## config.mk

```make
export PLATFORM = sky130hd
export DESIGN_NAME = vpu_fp_max_reduce_ctrl
export DESIGN_NICKNAME = d
export VERILOG_FILES = /design/src/rtl/vpu_fp_max_reduce_ctrl_pkg.sv /design/src/rtl/vpu_bf16_nan_det.sv /design/src/rtl/vpu_fp_max_reduce_ctrl.sv
export SDC_FILE = /design/constraint.sdc
export NUM_CORES = 1
export LEC_CHECK = 0
export CAP_MARGIN = 0
export CORE_MARGIN = 2
export CORE_UTILIZATION = 39
export DETAILED_ROUTE_END_ITERATION = 10
export PLACE_DENSITY = 0.81
export SYNTH_ARGS = -nofsm -noshare
export SYNTH_HDL_FRONTEND = slang
export SYNTH_SLANG_ARGS = --single-unit
```

## constraint.sdc

```tcl
create_clock -name clk -period 3.8 [get_ports clk]
set_input_delay 0.57 -clock clk [delete_from_list [all_inputs] [get_ports clk]]
set_output_delay 0.57 -clock clk [all_outputs]
set_load 0.03 [all_outputs]
```

## src/rtl/vpu_fp_max_reduce_ctrl_pkg.sv

```systemverilog
// Shared definitions for the BF16 max-reduction sequencer.
//   OPERAND_WIDTH   : element width (BF16)
//   LEN_WIDTH       : width of the element-count field
//   SRAM_R_PORT_CNT : number of datapath operand slots
//   max_red_state_t : sequencer state encoding
//   BF16_QNAN       : canonical quiet NaN returned when a NaN was consumed
package vpu_fp_max_reduce_ctrl_pkg;

    localparam int OPERAND_WIDTH   = 16;
    localparam int LEN_WIDTH       = 16;
    localparam int SRAM_R_PORT_CNT = 3;

    typedef enum logic [1:0] {
        IDLE,
        ACCUM,
        DONE
    } max_red_state_t;

    localparam logic [15:0] BF16_QNAN = 16'h7FC0;

endpackage

```

## src/rtl/vpu_bf16_nan_det.sv

```systemverilog
// Combinational NaN detector for one BF16 element.
//   elem   : BF16 element under test
//   is_nan : high when the exponent is all ones and the mantissa is non-zero
module vpu_bf16_nan_det
    import vpu_fp_max_reduce_ctrl_pkg::*;
(
    input  logic [OPERAND_WIDTH-1:0] elem,
    output logic                     is_nan
);

    assign is_nan = (elem[14:7] == 8'hFF) && (elem[6:0] != 7'd0);

endmodule

```

## src/rtl/vpu_fp_max_reduce_ctrl.sv

```systemverilog
// Sequencer for the combinational BF16 max-compare datapath. Accepts a
// reduction command of cmd_len elements, consumes operand beats of one or
// two elements, folds them into a running maximum through the external
// datapath and returns the final maximum on a valid/ready result port.
//
// Ports:
//   clk, rst              : clock, asynchronous active-high reset
//   cmd_valid/ready/len   : command handshake and element count
//   in_valid/ready        : operand beat handshake
//   in_data_0/1, in_cnt   : beat elements; in_cnt=1 means two elements
//   dp_en, dp_op_0/1/2    : datapath enable and operands
//   dp_op_valid           : operand participation mask (bit 2 = op_2)
//   dp_result             : datapath result, same cycle
//   out_valid/ready/data  : reduced-maximum result handshake
//   busy                  : sequencer not idle
//   nan_flag              : sticky NaN indication for the current command
//
// Optional feature: define VPU_FP_MAX_NAN_CHK_EN to enable NaN checking of
// every consumed element; a NaN forces the result to the canonical quiet NaN.
// Without it nan_flag is tied low and the result is the raw accumulator.
module vpu_fp_max_reduce_ctrl #(
    parameter int OPERAND_WIDTH   = 16,
    parameter int LEN_WIDTH       = 16,
    parameter int SRAM_R_PORT_CNT = 3
) (
    input  logic                       clk,
    input  logic                       rst,
    input  logic                       cmd_valid,
    output logic                       cmd_ready,
    input  logic [LEN_WIDTH-1:0]       cmd_len,
    input  logic                       in_valid,
    output logic                       in_ready,
    input  logic [OPERAND_WIDTH-1:0]   in_data_0,
    input  logic [OPERAND_WIDTH-1:0]   in_data_1,
    input  logic                       in_cnt,
    output logic                       dp_en,
    output logic [OPERAND_WIDTH-1:0]   dp_op_0,
    output logic [OPERAND_WIDTH-1:0]   dp_op_1,
    output logic [OPERAND_WIDTH-1:0]   dp_op_2,
    output logic [SRAM_R_PORT_CNT-1:0] dp_op_valid,
    input  logic [OPERAND_WIDTH-1:0]   dp_result,
    output logic                       out_valid,
    input  logic                       out_ready,
    output logic [OPERAND_WIDTH-1:0]   out_data,
    output logic                       busy,
    output logic                       nan_flag
);

    import vpu_fp_max_reduce_ctrl_pkg::*;

    max_red_state_t             state_reg, state_next;
    logic [OPERAND_WIDTH-1:0]   acc_reg;
    logic [LEN_WIDTH-1:0]       rem_reg;
    logic                       first_reg;

    logic                       cmd_fire;
    logic                       in_fire;
    logic                       two_used;
    logic                       last_beat;
    logic [LEN_WIDTH-1:0]       used_cnt;
    logic [OPERAND_WIDTH-1:0]   done_data;

    assign cmd_fire  = (state_reg == IDLE) && cmd_valid;
    assign in_fire   = (state_reg == ACCUM) && in_valid;
    // The second element only counts while at least two remain, so rem
    // can never underflow on a trailing two-element beat.
    assign two_used  = in_cnt && (rem_reg >= LEN_WIDTH'(2));
    assign used_cnt  = two_used ? LEN_WIDTH'(2) : LEN_WIDTH'(1);
    assign last_beat = (rem_reg == used_cnt);

    // State register
    always_ff @(posedge clk or posedge rst) begin
        if (rst) begin
            state_reg <= IDLE;
        end else begin
            state_reg <= state_next;
        end
    end

    // Next-state logic
    always_comb begin
        state_next = state_reg;
        case (state_reg)
            IDLE: begin
                if (cmd_valid) begin
                    state_next = (cmd_len == '0) ? DONE : ACCUM;
                end
            end
            ACCUM: begin
                if (in_valid && last_beat) begin
                    state_next = DONE;
                end
            end
            DONE: begin
                if (out_ready) begin
                    state_next = IDLE;
                end
            end
            default: state_next = IDLE;
        endcase
    end

    // Output logic; operands are zero unless a beat is actually consumed.
    always_comb begin
        cmd_ready   = 1'b0;
        in_ready    = 1'b0;
        dp_en       = 1'b0;
        dp_op_0     = '0;
        dp_op_1     = '0;
        dp_op_2     = '0;
        dp_op_valid = '0;
        out_valid   = 1'b0;
        out_data    = '0;
        case (state_reg)
            IDLE: begin
                cmd_ready = 1'b1;
            end
            ACCUM: begin
                in_ready = 1'b1;
                dp_en    = 1'b1;
                if (in_valid) begin
                    if (first_reg) begin
                        // No accumulator yet: seed the compare from the beat itself.
                        dp_op_0     = in_data_0;
                        dp_op_1     = two_used ? in_data_1 : in_data_0;
                        dp_op_valid = SRAM_R_PORT_CNT'(3'b011);
                    end else begin
                        dp_op_0     = acc_reg;
                        dp_op_1     = in_data_0;
                        dp_op_2     = two_used ? in_data_1 : '0;
                        dp_op_valid = two_used ? SRAM_R_PORT_CNT'(3'b111)
                                               : SRAM_R_PORT_CNT'(3'b011);
                    end
                end
            end
            DONE: begin
                out_valid = 1'b1;
                out_data  = done_data;
            end
            default: ;
        endcase
    end

    assign busy = (state_reg != IDLE);

    // Accumulator, remaining count and first-beat marker
    always_ff @(posedge clk or posedge rst) begin
        if (rst) begin
            acc_reg   <= '0;
            rem_reg   <= '0;
            first_reg <= 1'b0;
        end else if (cmd_fire) begin
            acc_reg   <= '0;
            rem_reg   <= cmd_len;
            first_reg <= 1'b1;
        end else if (in_fire) begin
            acc_reg   <= dp_result;
            rem_reg   <= rem_reg - used_cnt;
            first_reg <= 1'b0;
        end
    end

`ifdef VPU_FP_MAX_NAN_CHK_EN
    logic                     nan_reg;
    logic [1:0]               elem_nan;
    logic [OPERAND_WIDTH-1:0] chk_elem [2];
    logic                     nan_hit;

    assign chk_elem[0] = in_data_0;
    assign chk_elem[1] = in_data_1;

    generate
        for (genvar gi = 0; gi < 2; gi++) begin : g_nan_det
            vpu_bf16_nan_det u_nan_det (
                .elem   (chk_elem[gi]),
                .is_nan (elem_nan[gi])
            );
        end
    endgenerate

    // An ignored second element (rem==1) must not raise the flag.
    assign nan_hit = in_fire && (elem_nan[0] || (two_used && elem_nan[1]));

    always_ff @(posedge clk or posedge rst) begin
        if (rst) begin
            nan_reg <= 1'b0;
        end else if (cmd_fire) begin
            nan_reg <= 1'b0;
        end else if (nan_hit) begin
            nan_reg <= 1'b1;
        end
    end

    assign nan_flag  = nan_reg;
    assign done_data = nan_reg ? OPERAND_WIDTH'(BF16_QNAN) : acc_reg;
`else
    assign nan_flag  = 1'b0;
    assign done_data = acc_reg;
`endif

endmodule
```

Word-level counts from Yosys, hierarchy flattened

Index checks and enable logic that the tools add are counted.

Bits in registers: 35
Output and inout port bits: 73
Input port bits: 70
Logic and storage cells: 52

Eq/ne operators: 6
Reductions and logical operators: 9
Order comparisons: 1
Multiplexer cells: 31
$add $sub $neg: 1

Operator list:

| kind                | number |
|---|---|
| $mux 16             | 16 |
| $eq 16x2->1         | 1 |
| $ge 16x2->1 const B | 1 |
| $logic_not 16->1    | 1 |
| $sub 16x2->16       | 1 |
| $mux 3              | 4 |
| $mux 2              | 5 |
| $pmux 2 s3          | 1 |
| $mux 1              | 5 |
| $logic_and 1x1->1   | 4 |
| $ne 2x2->1 const B  | 2 |
| $reduce_bool 2->1   | 2 |
| $reduce_and 3->1    | 1 |
| $eq 2x1->1 const B  | 1 |
| $eq 2x2->1 const B  | 1 |
| $logic_not 2->1     | 1 |
| $ne 2x1->1 const B  | 1 |

Logic depth before layout (Yosys ltp)

Gate-level depths: netlist (run 1).

Word-level depth: 7
Mapped depth: 13
Gate-level depth less buffers: 9

Least setup slack after synthesis (run 1)

No wires, ideal clock.

Kind: flip-flop to flip-flop
Start: reg rem_reg[3]
End: reg rem_reg[14]
Stages on the path, launching flop included: 13
Clock period less this slack: 3487 ps
Data arrival time: 3363 ps
Setup slack: 313 ps
Buffers on the path: 3
Library setup time: 124 ps
Required time: 3676 ps
Cells stage by stage: dfrtp_1 or4_1 buf_2 o41a_1 buf_2 inv_2 buf_4 ha_1 fa_1 or4b_2 nor4_1 nor2_1 a211o_1

Cells in the longest elaborated chain, start to end: 6

RTL lines:

| element                  | line                          | text |
|---|---|---|
| start: declaration       | vpu_fp_max_reduce_ctrl.sv:53  | `logic [LEN_WIDTH-1:0] rem_reg;` |
| start signal: assignment | vpu_fp_max_reduce_ctrl.sv:154 | `rem_reg <= cmd_len;` |
| start signal: assignment | vpu_fp_max_reduce_ctrl.sv:158 | `rem_reg <= rem_reg - used_cnt;` |
| $ge 16x2->1              | vpu_fp_max_reduce_ctrl.sv:67  | `assign two_used = in_cnt && (rem_reg >= LEN_WIDTH'(2));` |
| $logic_and 1x1->1        | vpu_fp_max_reduce_ctrl.sv:67  |  |
| $mux 2                   | vpu_fp_max_reduce_ctrl.sv:68  | `assign used_cnt = two_used ? LEN_WIDTH'(2) : LEN_WIDTH'(1);` |
| $sub 16x2->16 (*)        | vpu_fp_max_reduce_ctrl.sv:158 |  |
| $mux 16 (*)              | vpu_fp_max_reduce_ctrl.sv:156 | `end else if (in_fire) begin` |
| $mux 16 (*)              | vpu_fp_max_reduce_ctrl.sv:152 | `end else if (cmd_fire) begin` |

Every way passes the cells marked *; elsewhere a longest branch is shown, timed or not. The select of a mux whose other input is x is not followed.
A chain may end at the register's enable or synchronous reset.

Worst setup path after layout (run 1)

Start: reg rem_reg[10]
End: out dp_op_1[15]

Cells in the longest elaborated chain, start to end: 6

RTL lines:

| element           | line                          | text |
|---|---|---|
| $ge 16x2->1       | vpu_fp_max_reduce_ctrl.sv:67  |  |
| $logic_and 1x1->1 | vpu_fp_max_reduce_ctrl.sv:67  |  |
| $mux 16           | vpu_fp_max_reduce_ctrl.sv:125 | `dp_op_1 = two_used ? in_data_1 : in_data_0;` |
| $mux 16           | vpu_fp_max_reduce_ctrl.sv:122 | `if (first_reg) begin` |
| $mux 16           | vpu_fp_max_reduce_ctrl.sv:121 | `if (in_valid) begin` |
| $mux 16           | vpu_fp_max_reduce_ctrl.sv:114 | `case (state_reg)` |
| end: declaration  | vpu_fp_max_reduce_ctrl.sv:38  | `output logic [OPERAND_WIDTH-1:0] dp_op_1,` |

Every way passes these cells.

==> results.json, run 1 <==
{
  "die_x_um": 84.6,
  "synthArstFlopShare_pct": 100,
  "clk_latency_ns": 0.28,
  "die_area_mm2": 0.00716,
  "fmax_mhz": 273,
  "crit_path_max_incr_delay_ns": 0.69,
  "syn_avg_cell_area_um2": 8.29,
  "synth_top_family_by_area": "simple AND/OR/NAND/NOR gates",
  "viasPerCell": 5.61,
  "synth_compound_area_share_pct": 22.4,
  "ys_seq_area_share_pct": 34.5,
  "maxCapViolCount": 0,
  "synthSimpleGateAreaFrac_pct": 28.2,
  "root_buffer": "clkbuf_8",
  "antenna_found_initial": 0,
  "cts_tree": "yes",
  "grt.overflow.total": 0,
  "ctsHoldBuffers": 0,
  "fin_setup_tns_ns": 0,
  "status": "completed",
  "ys_seq_elements": 35,
  "io_pins": 143,
  "netlist_area_mm2": 0.00254,
  "drc_errors": 0,
  "dr.pass1.iters": 4,
  "yosys.area.top_type": "dfrtp_1",
  "synthMuxAreaShare_pct": 6.71,
  "path_cells": "or4_1 -> o41a_1 -> inv_2 -> buf_4 -> o21ai_0 -> a21oi_1 -> clkdlybuf4s50_1",
  "place_hpwl_um": 6730,
  "synth_fa_ha_area_share_pct": 1.78,
  "layout-drive-gt1-share_pct": 11.8,
  "synth_top_area_share_pct": 34.5,
  "mostFrequentLayoutCells": "118 x clkdlybuf4s50_1, 35 x dfrtp_1, 35 x buf_4",
  "synth_xor_area_share_pct": 0,
  "ys.flop_type": "dfrtp_1",
  "clkTransAtPathRegs_ns": 0.06,
  "ys_warn_count": 0,
  "leakage_nw": 1.62,
  "wl_per_cell_um": 16.3,
  "start_util_pct": 40.2,
  "synth_area_leaders": "dfrtp_1 35%, and2_1 8.4%, mux2i_1 6.7%, a22o_1 5.9%, o21ai_0 4.1%",
  "fin_skew_ns": 0.00623,
  "p_per_area_mw_per_mm2": 571,
  "grt_max_degree": 27,
  "grt_pass1_wl_um": 13300,
  "clock-sinks": 35,
  "rows": 29,
  "diodes": 0,
  "cp-start-kind": "flip-flop",
  "period_needed_ns": 3.67,
  "final_common_cell": "clkdlybuf4s50_1",
  "tightest_slew_ns": 0.863,
  "grt_use_total_pct": 22.9,
  "routed_wl_um": 8430,
  "hold_class": "reg2reg",
  "worstPathArrival_ns": 3.10,
  "slew_headroom_pct": 42.4,
  "worst_setup_path_end_kind": "primary output",
  "die_height_um": 84.6,
  "setup_viol": 0,
  "ir_worst_vdd_mv": 0.259,
  "synth_nets": 379,
  "post_cts_buffers": 0,
  "cts_buffers": 5,
  "crit_slowest_cell": "clkdlybuf4s50_1",
  "finalHoldViolations": 0,
  "final_nets": 511,
  "required_ns": 3.23,
  "min_period_over_period_pct": 96.5,
  "slew_violations": 0,
  "grt_pass1_vias": 2665,
  "cts_resized": 0,
  "criticalPathCategory": "reg2out",
  "fp.coreArea_mm2": 0.00631,
  "final_util_pct": 64.5,
  "synth_cells": 306,
  "vias": 2894,
  "drt-initial-drc-count": 119,
  "port_buffers": 141,
  "synth.distinct_cells": 44,
  "cts.htree.levels": 2,
  "crit_fanout": 17,
  "clockBufferDepth": 2,
  "ant_nets": 0,
  "rsz0062_at_grt": "false",
  "syn2layout_area_growth_pct": 60.6,
  "place.gp.congestion": 0.878,
  "synth-edff-count": 0
}
==> metrics by stage <==
step | setup WS (ns) | cells | cell area, um^2 | power [mW] | hold WS (ns)
5_1_grt | 0.00970 | 516 | 4070 | 2.49 | 0.543
3_3_place_gp | 0.342 | 508 | 3970 | 2.00 | 0.489
6_report | 0.135 | 516 | 4070 | 2.33 | 0.522
2_1_floorplan | 0.313 | 306 | 2540 | 1.53 | 0.467
3_5_place_dp | 0.277 | 508 | 3970 | 2.03 | 0.499
4_1_cts | 0.161 | 516 | 4070 | 2.33 | 0.524
==> worst max-delay path: cells and delay by family, from the launching register on <==
kind	cells	cell delay, ns
buffers and inverters	3	0.99
AO/OA/AOI/OAI	3	0.77
AND/OR/NAND/NOR	1	0.62
flip-flops	1	0.43
==> cell type report <==
class / count / area [um^2]
clock buffer: 8 / 100
fill: 538 / 2240
inverter: 8 / 30.0
multi-input combinational: 234 / 1510
sequential: 35 / 876
tap: 77 / 96.3
timing repair buffer: 154 / 1460
==> worst paths after layout <==
kind,from,end,slack (ns),cells after the start
worst max-delay path,rem_reg[10]$_DFFE_PP0P_,dp_op_1[15],0.13,7
worst min-delay path,acc_reg[15]$_DFFE_PP0P_,acc_reg[15]$_DFFE_PP0P_,0.52,1
worst max register to register,rem_reg[10]$_DFFE_PP0P_,rem_reg[14]$_DFFE_PP0P_,0.25,9
worst min register to register,acc_reg[15]$_DFFE_PP0P_,acc_reg[15]$_DFFE_PP0P_,0.52,1
max in group asynchronous,rst,acc_reg[4]$_DFFE_PP0P_,2.33,3
min in group asynchronous,rst,rem_reg[5]$_DFFE_PP0P_,0.77,2
==> cells by family (layout without fill, tap and decap cells) <==
kind of cell	Yosys count	after routing
adders and majority gates	3	3
buffers and inverters	37	170
muxes	17	17
DFF	35	35
AOI/OAI and AO/OA	81	81
and+or+nand+nor	132	132
other	1	1
==> where the power goes <==
group / switching (mW) / internal (mW)
Clock: 0.128 / 0.165
Sequential: 0.173 / 0.516
Combinational: 0.739 / 0.605
==> Yosys cell counts (all sizes together) (2+ instances only) <==
| library cell | n |
|---|---|
| a21oi | 16 |
| o41ai | 2 |
| o21ai | 21 |
| nor3 | 3 |
| nor2 | 27 |
| and2 | 34 |
| a221o | 3 |
| mux2i | 17 |
| o211ai | 8 |
| nor4 | 7 |
| or3 | 6 |
| dfrtp | 35 |
| or2 | 3 |
| clkbuf | 16 |
| nand3 | 19 |
| or4 | 6 |
| nand3b | 2 |
| nand2 | 15 |
| o311ai | 7 |
| a22o | 17 |
| buf | 13 |
| nor2b | 5 |
| ha | 2 |
| inv | 8 |
==> metal layers <==
layer	track usage [%]	up-vias	wire [um]
met4	7.07	0	222
met1	29.0	1369	3560
li1	-	1379	-
met5	0	-	0
met3	4.72	20	566
met2	39.2	126	4080
No activity file was read; power rests on OpenSTA's default activity.
==> run 2, diff against run 1 <==
Settings changed: CORE_MARGIN 2 to unset.
==> results.json, run 2 (synthesis results as in run 1) <==
{
  "fp.coreArea_mm2": 0.00631,
  "pre_cts_ws_ns": 0.390,
  "hold_path_end": "acc_reg[14]$_DFFE_PP0P_",
  "cts_buffers": 5,
  "diodes": 0,
  "layout.cells.non_filler": 514,
  "cp-start-kind": "flip-flop",
  "grt.overflow.total": 0,
  "grt_pass1_wl_um": 12600,
  "slew_headroom_pct": 30.0,
  "die_area_mm2": 0.00683,
  "syn2layout_area_growth_pct": 58.5,
  "final_util_pct": 63.7,
  "crit_slowest_cell": "clkdlybuf4s50_1",
  "grt_max_degree": 44,
  "rows": 29,
  "crit_path_max_incr_delay_ns": 0.69,
  "ir_worst_vdd_mv": 0.297,
  "total_power_mw": 2.28,
  "whs_path_depth": 1,
  "clockBufferDepth": 2,
  "clk_latency_ns": 0.29,
  "vias": 2897,
  "finalWorstSetupSlack_ns": 0.129,
  "wl_per_cell_um": 16.2,
  "r2r_cells": 8,
  "place_hpwl_um": 6460,
  "die_x_um": 82.6,
  "final_nets": 509,
  "dp_cells": 506,
  "period_needed_ns": 3.67,
  "fin_skew_ns": 0.00616,
  "port_buffers": 141,
  "place.gp.congestion": 0.871,
  "slew_violations": 0,
  "path_cells": "or4_1 -> o41a_1 -> inv_2 -> buf_4 -> o21ai_0 -> a21oi_1 -> clkdlybuf4s50_1",
  "status": "completed",
  "hold_class": "reg2reg",
  "grt_pass1_vias": 2554,
  "io_pins": 143,
  "r2r_start": "rem_reg[10]$_DFFE_PP0P_",
  "post_cts_buffers": 0,
  "routed_wl_um": 8350,
  "hold_path.startpoint": "acc_reg[14]$_DFFE_PP0P_",
  "cts_tree": "yes",
  "root_buffer": "clkbuf_8",
  "fin_setup_tns_ns": 0,
  "die_height_um": 82.6,
  "clock-sinks": 35,
  "final_common_cell": "clkdlybuf4s50_1",
  "viasPerCell": 5.64,
  "mostFrequentLayoutCells": "114 x clkdlybuf4s50_1, 37 x buf_4, 35 x dfrtp_1",
  "drt-initial-drc-count": 144,
  "drc_errors": 0,
  "maxCapViolCount": 0,
  "ant_nets": 0,
  "required_ns": 3.23,
  "min_period_over_period_pct": 96.6,
  "dr.pass1.iters": 4,
  "worst_setup_path_end_kind": "primary output",
  "tightest_slew_ns": 1.05,
  "layout-drive-gt1-share_pct": 11.9,
  "rr_endpoint": "rem_reg[11]$_DFFE_PP0P_",
  "grt_use_total_pct": 24.6,
  "rsz0062_at_grt": "false",
  "leakage_nw": 1.62,
  "p_per_area_mw_per_mm2": 567,
  "fmax_mhz": 272,
  "criticalPathCategory": "reg2out",
  "antenna_found_initial": 0,
  "clkTransAtPathRegs_ns": 0.07,
  "cts.htree.levels": 2,
  "worstPathArrival_ns": 3.10,
  "reg2reg_slack_ns": 0.35,
  "finalHoldViolations": 0,
  "start_util_pct": 40.2,
  "crit_fanout": 17,
  "setup_viol": 0
}
## run 2: changes by cell type in the layout (fill, tap and decap cells not counted), sizes merged
cell,delta
buf,+1
clkbuf,-2
clkdlybuf4s50,-4
clkinv,+1
clkinvlp,+1
dlymetal6s2s,+1
## run 2: how the worst max path moves through the flow
stage                     depth (start not counted)                 endpoint  slack (ns)               startpoint
after floorplan                                  12  rem_reg[14]$_DFFE_PP0P_        0.31   rem_reg[3]$_DFFE_PP0P_
after global placement                            8  rem_reg[15]$_DFFE_PP0P_        0.52  rem_reg[10]$_DFFE_PP0P_
after detailed placement                          8  rem_reg[11]$_DFFE_PP0P_        0.39  rem_reg[10]$_DFFE_PP0P_
after CTS                                         7              dp_op_1[11]        0.16  rem_reg[10]$_DFFE_PP0P_
after global routing                              7              dp_op_1[10]       0.007  rem_reg[10]$_DFFE_PP0P_
final                                             7              dp_op_1[11]        0.13  rem_reg[10]$_DFFE_PP0P_
## run 2: final cells by class
class	instances	area (um^2)
fill	583	2290
clock inverter	2	12.5
tap	77	96.3
sequential	35	876
inverter	8	30.0
timing repair buffer	152	1430
multi-input combinational	234	1500
clock buffer	6	72.6
## run 2: metrics by stage
step / hold slack [ns] / cell area (um^2)
2_1_floorplan: 0.467 / 2540
3_3_place_gp: 0.501 / 3930
3_5_place_dp: 0.505 / 3930
4_1_cts: 0.523 / 4020
5_1_grt: 0.545 / 4020
6_report: 0.521 / 4020
## run 2: metal layers
layer  vias to the layer above  part of all wire, %  wire (um)  track usage, %
met2                       135                   49       4130            42.8
li1                       1372                    -          -               -
met1                      1380                   40       3360            30.6
met5                         -                    0          0               0
met3                        10                  9.1        758            5.49
met4                         0                  1.2        101            6.03
## run 2: worst max-delay path, delay by kind of cell, from the launching register on
kind,cells,cell delay [ns]
DFF,1,0.43
and+or+nand+nor,1,0.63
buffers and inverters,3,0.98
AOI/OAI and AO/OA,3,0.77
## run 2: what timing repair did
| action | 4_1_cts | 5_1_grt |
|---|---|---|
| resized for setup | 0 | 1 |
| endpoints found under the setup margin | 0 | 1 |
| endpoints found under the hold margin | 0 | 0 |
| hold buffers | 0 | 0 |
## run 2: power by group
group / internal, mW / switching (mW) / total [mW]
sequential: 0.516 / 0.155 / 0.671
clock: 0.128 / 0.131 / 0.259
combinational: 0.589 / 0.761 / 1.35
total: 1.23 / 1.05 / 2.28
==> run 3, diff against run 2 <==
Settings changed: ABC_AREA set to 1, CORE_UTILIZATION 39 to 40, PLACE_DENSITY 0.81 to 0.78.
==> results.json, run 3 <==
{
  "grt_pass1_vias": 3250,
  "synth.distinct_cells": 39,
  "tightest_slew_ns": 0.647,
  "required_ns": 3.23,
  "synth-edff-count": 0,
  "worstPathArrival_ns": 2.77,
  "netlist_area_mm2": 0.00306,
  "antenna_found_initial": 0,
  "criticalPathCategory": "reg2out",
  "drt-initial-drc-count": 217,
  "finalHoldViolations": 0,
  "synth_commonest_cells": "160 x nand2_1, 87 x inv_1, 67 x nor2_1",
  "yosys.area.top_type": "dfrtp_1",
  "fin_skew_ns": 0.00376,
  "fp.coreArea_mm2": 0.00733,
  "viasPerCell": 4.79,
  "slew_headroom_pct": 56.9,
  "place.gp.congestion": 0.906,
  "finalWorstSetupSlack_ns": 0.463,
  "crit_fanout": 21,
  "ys.flop_type": "dfrtp_1",
  "multi_input_area_mm2": 0.00168,
  "clk_latency_ns": 0.29,
  "layout-drive-gt1-share_pct": 7.74,
  "mostFrequentLayoutCells": "160 x nand2_1, 141 x clkdlybuf4s50_1, 87 x inv_1",
  "whs_ns": 0.546,
  "slew_violations": 0,
  "ff_latch_area_um2": 876,
  "layout.cells.non_filler": 732,
  "die_height_um": 89.4,
  "rr_endpoint": "rem_reg[10]$_DFFE_PP0P_",
  "final_common_cell": "nand2_1",
  "routed_wl_um": 9510,
  "worst_setup_path_end_kind": "primary output",
  "synth_nets": 575,
  "syn2layout_area_growth_pct": 49.9,
  "clockBufferDepth": 2,
  "clock-sinks": 35,
  "synth_cells": 502,
  "place_hpwl_um": 7650,
  "total_power_mw": 2.84,
  "post_cts_buffers": 0,
  "rows": 31,
  "vias": 3507,
  "r2r_start": "rem_reg[8]$_DFFE_PP0P_",
  "cts_buffers": 5,
  "maxCapViolCount": 0,
  "synthArstFlopShare_pct": 100,
  "port_buffers": 141,
  "synth_area_leaders": "dfrtp_1 29%, nand2_1 20%, inv_1 11%, nor2_1 8.2%, o21ai_0 3.9%",
  "root_buffer": "clkbuf_8",
  "wl_per_cell_um": 13.0,
  "fmax_mhz": 300,
  "ys_warn_count": 0,
  "status": "completed",
  "final_nets": 705,
  "start_util_pct": 41.7,
  "ys_seq_area_share_pct": 28.7,
  "drc_errors": 0,
  "grt_max_degree": 36,
  "hold_path_end": "rem_reg[6]$_DFFE_PP0P_",
  "p_per_area_mw_per_mm2": 619,
  "fin_setup_tns_ns": 0,
  "hold_path.startpoint": "rem_reg[6]$_DFFE_PP0P_",
  "final.fill_count": 683,
  "die_x_um": 89.4,
  "diodes": 0,
  "rsz0062_at_grt": "false",
  "syn_avg_cell_area_um2": 6.09,
  "yosysMostFrequentCell": "nand2_1",
  "r2r_cells": 14,
  "ys_seq_elements": 35,
  "grt_use_total_pct": 24.3,
  "io_pins": 143,
  "cts_tree": "yes",
  "reg2reg_slack_ns": 1.43,
  "pre_cts_ws_ns": 0.742,
  "cp-start-kind": "flip-flop",
  "grt_pass1_wl_um": 15000,
  "ant_nets": 0,
  "leakage_nw": 2.20,
  "dr.pass1.iters": 4,
  "grt.overflow.total": 0,
  "min_period_over_period_pct": 87.8,
  "period_needed_ns": 3.34,
  "synth_top_area_share_pct": 28.7,
  "ir_worst_vdd_mv": 0.504,
  "die_area_mm2": 0.00800,
  "whs_path_depth": 2,
  "dp_cells": 724,
  "hold_class": "reg2reg",
  "cts_resized": 0,
  "clkTransAtPathRegs_ns": 0.08,
  "cts.htree.levels": 2,
  "ctsHoldBuffers": 0,
  "setup_viol": 0
}
==> run 3: cell types whose count changed in the layout (fill, tap and decap cells not counted), moves of 17 or more <==
cell,delta
nand2_1,+145
and2_1,-34
nor2_1,+40
buf_4,-32
mux2i_1,-17
a22o_1,-17
clkdlybuf4s50_1,+27
inv_1,+80
==> run 3: cells by family after synthesis <==
| group | Yosys count | share of synthesized area, % |
|---|---|---|
| and+or+nand+nor | 293 | 43.7 |
| buffers and inverters | 117 | 16.2 |
| AOI/OAI and AO/OA | 50 | 8.96 |
| DFF | 35 | 28.7 |
| xor gates and xnor gates | 3 | 0.860 |
| adders and majority gates | 3 | 1.47 |
| other | 1 | 0.123 |
==> run 3: worst max path at each step <==
stage,start,end,slack [ns],depth (start not counted)
2_1_floorplan,state_reg[1]$_DFFE_PP0P_,dp_op_1[13],1.47,6
3_3_place_gp,in_valid,dp_op_2[3],0.79,6
3_5_place_dp,in_valid,dp_op_2[12],0.74,6
4_1_cts,first_reg$_DFFE_PP0P_,dp_op_2[5],0.45,4
5_1_grt,first_reg$_DFFE_PP0P_,dp_op_2[0],0.25,4
6_report,first_reg$_DFFE_PP0P_,dp_op_2[5],0.46,4
==> run 3: cell type report <==
class	instances	share of cell area [%]
multi-input combinational	350	36.7
sequential	35	19.1
timing repair buffer	146	31.6
tap	99	2.70
clock buffer	5	1.50
inverter	94	7.78
clock inverter	3	0.546
==> run 3: per-stage QoR <==
step                      cell area, um^2  utilization (%)
final                                4580             62.5
after global routing                 4580             62.5
after CTS                            4580             62.5
after detailed placement             4490             61.2
after global placement               4490             61.2
after floorplan                      3060                -
==> run 3: power breakdown <==
group          switching, mW  internal (mW)  leakage (nW)
Clock                  0.152          0.131        0.0443
Sequential             0.190          0.541         0.440
Combinational           1.16          0.668          1.71
==> run 3: per-layer routing <==
metal / vias up / share of wire, % / GRT usage [%]
met2: 128 / 49 / 41.2
met3: 29 / 5.6 / 2.95
met1: 1574 / 42 / 31.7
li1: 1776 / - / -
met4: 0 / 3.5 / 9.52
met5: - / 0 / 0
==> run 3: critical path: stages, from the launching register on <==
cell and delay [ns]:
dfrtp_1 0.76, clkinv_1 0.61, nand3_4 0.43, nor2_1 0.08, clkdlybuf4s50_1 0.59
==> edit, RTL diff (config.mk and constraints of run 2) <==
Re-encode `max_red_state_t` (3 states) as one-hot, 3 bits wide.
--- a/src/rtl/vpu_fp_max_reduce_ctrl_pkg.sv
+++ b/src/rtl/vpu_fp_max_reduce_ctrl_pkg.sv
@@ -12,6 +12,6 @@
 
-    typedef enum logic [1:0] {
-        IDLE,
-        ACCUM,
-        DONE
+    typedef enum logic [2:0] {
+        IDLE  = 3'b001,
+        ACCUM = 3'b010,
+        DONE  = 3'b100
     } max_red_state_t;
Formal check against the unedited RTL: no difference found for any inputs over 10 cycles, from zero or initial values and one cycle with rst high; not proved beyond that.
==> edit against run 2 <==
The flow now finishes with violations (DRC). Synthesized cell count up 12%. Area after synthesis up 3.3%. Sequential share of layout area about the same. Register-to-register slack better by 0.32 ns. Core utilization up 0.85 points. Wire length up 7.5%. Setup slack better by 0.19 ns. Sequential cell count up 1. Fmax up 5.5%. Combinational power down 28%. Power down 13%. Design area up 3.1%. Critical path depth down 2. Non-clock buffer count down 4. Largest power group unchanged.
==> edit: results (changes against run 2) <==
- The met1 layer wirelength in the final routing is 3.59 mm (+6.8%).
- Combinational cell fraction of total power: 0.492 (-0.100)
- The total track usage is 0.258 (+0.0126).
- The worst ir drop on vdd came to 0.319 mV (+7.1%).
* Met3 Track Usage GR: 0.0534 (-0.00153)
- Post-placement cell count: 539 (+6.5%)
* Average cell area after synthesis: 7.66 sq um (-7.6%)
* Routed length on met2: 4.34 mm (+5.1%)
- The tightest hold margin came to 0.520 ns (-0.000944 ns).
- Arrival time of the worst setup path: 2.91 ns (-0.19 ns)
* Hold Path Cell Cnt: 2 (+1)
* Total DRC errors in the routed layout: 30 (+30)
- Vias in the first global route: 2867 (+12%)
* Iteration-0 DRC Markers: 198 (+38%)
- The power of the sequential group is 0.000710 W (+5.8%).
- Worst R2R Path Depth: 9 (+1)
* Later-pin clock latency in the skew report: 0.30 ns
- In this run the worst setup path begins at rem_reg[2].
- Net switching share of the total power: 0.427 (-0.0318)
- Worst Max-Slew Pin Slew: 0.919 ns (-0.129 ns)
* Static power due to leakage: 1.81 nW (+12%)
* Wire length reported by the detailed router: 8.98 mm (+7.5%)
* Non-filler instance count after layout: 547 (+6.4%)
- The worst setup slack after placement was 0.531 ns (+0.141 ns).
- Initial DRT Pass Iterations: 8 (+4)
- The fraction of met1 tracks used by global routing was 0.321 (+0.0149).
- Critical path's top delay family: simple AND/OR/NAND/NOR gates
- Syn nets: 415 (+9.5%)
* Fraction of registers with async set/reset: 1.00 (unchanged)
* Delay contributed by the slowest stage of the critical path: about 0.7 ns
- Share of cells above drive strength 1: 0.100 (-0.0190)
- The placer's final routability congestion estimate came to 0.932 (+7.0%).
- Yosys attributes the largest share of cell area to sky130_fd_sc_hd__dfrtp_1, sky130_fd_sc_hd__nand2_1, sky130_fd_sc_hd__and2_1.
- The post-placement cell area came to 4040 sq um (+2.8%).
* Clock Skew: 0.00683 ns (+0.000670 ns)
* Number of distinct library cells after synthesis: 40 (-9.1%)
- The internal reg-to-reg setup slack is 0.67 ns (+0.32 ns).
- Met3 wire len: 823 microns (+8.6%)
* Hpwl dp: 6.98 mm (+8.2%)
* Worst setup EP type: output pin
* Fraction of met2 tracks used by global routing: 0.440 (+0.0125)
- The number of nets in the layout is 542 (+6.5%).
- Violated checks: DRC
* First-pass GRT wire length: 14.5 mm (+15%)
* Setup crit end: dp_op_1[14]
* Pin count of the biggest net entering global routing: 59 (+34%)
* Result of the run: complete, but fails checks
* Critical hold path startpoint: acc_reg[2]
- P per Cell Area: 480 nW/um^2 (-15%)
- For hold timing, the worst endpoint is acc_reg[2].
- The startpoint identified for the worst register-to-register timing path is rem_reg[2].
- The sequential-to-total area share from yosys stat was 0.344 (-0.00102).
* Most instantiated cells after synthesis: sky130_fd_sc_hd__nand2_1, sky130_fd_sc_hd__nand3_1, sky130_fd_sc_hd__dfrtp_1
- The via count of the routed design is 3047 (+5.2%).
* Share of the clock period used by the worst path: 0.915 (-0.0505)
==> edit: cell count changes after synthesis, moves of 4 or more <==
| cell | before | now |
|---|---|---|
| sky130_fd_sc_hd__a22o_1 | 17 | 0 |
| sky130_fd_sc_hd__nand2_1 | 15 | 57 |
| sky130_fd_sc_hd__nor2_1 | 27 | 23 |
| sky130_fd_sc_hd__nand3_1 | 19 | 38 |
==> edit: cell families (layout without fill, tap and decap cells) <==
logic type,after synthesis,after routing,synth area share
AO/OA/AOI/OAI,57,57,0.137
XOR/XNOR,1,1,0.00334
adder cells (fa/ha/maj),3,3,0.0172
buffers and inverters,35,163,0.0554
flip-flops,36,36,0.344
multiplexers,16,16,0.0611
other,1,1,0.00143
AND/OR/NAND/NOR,193,193,0.381
==> edit: cell type report <==
type | instances | area [sq um]
Sequential cell | 36 | 902
Multi-Input combinational cell | 271 | 1590
Inverter | 7 | 26.3
Fill cell | 600 | 2280
Tap cell | 77 | 96.3
Timing Repair Buffer | 148 | 1430
Clock buffer | 8 | 100
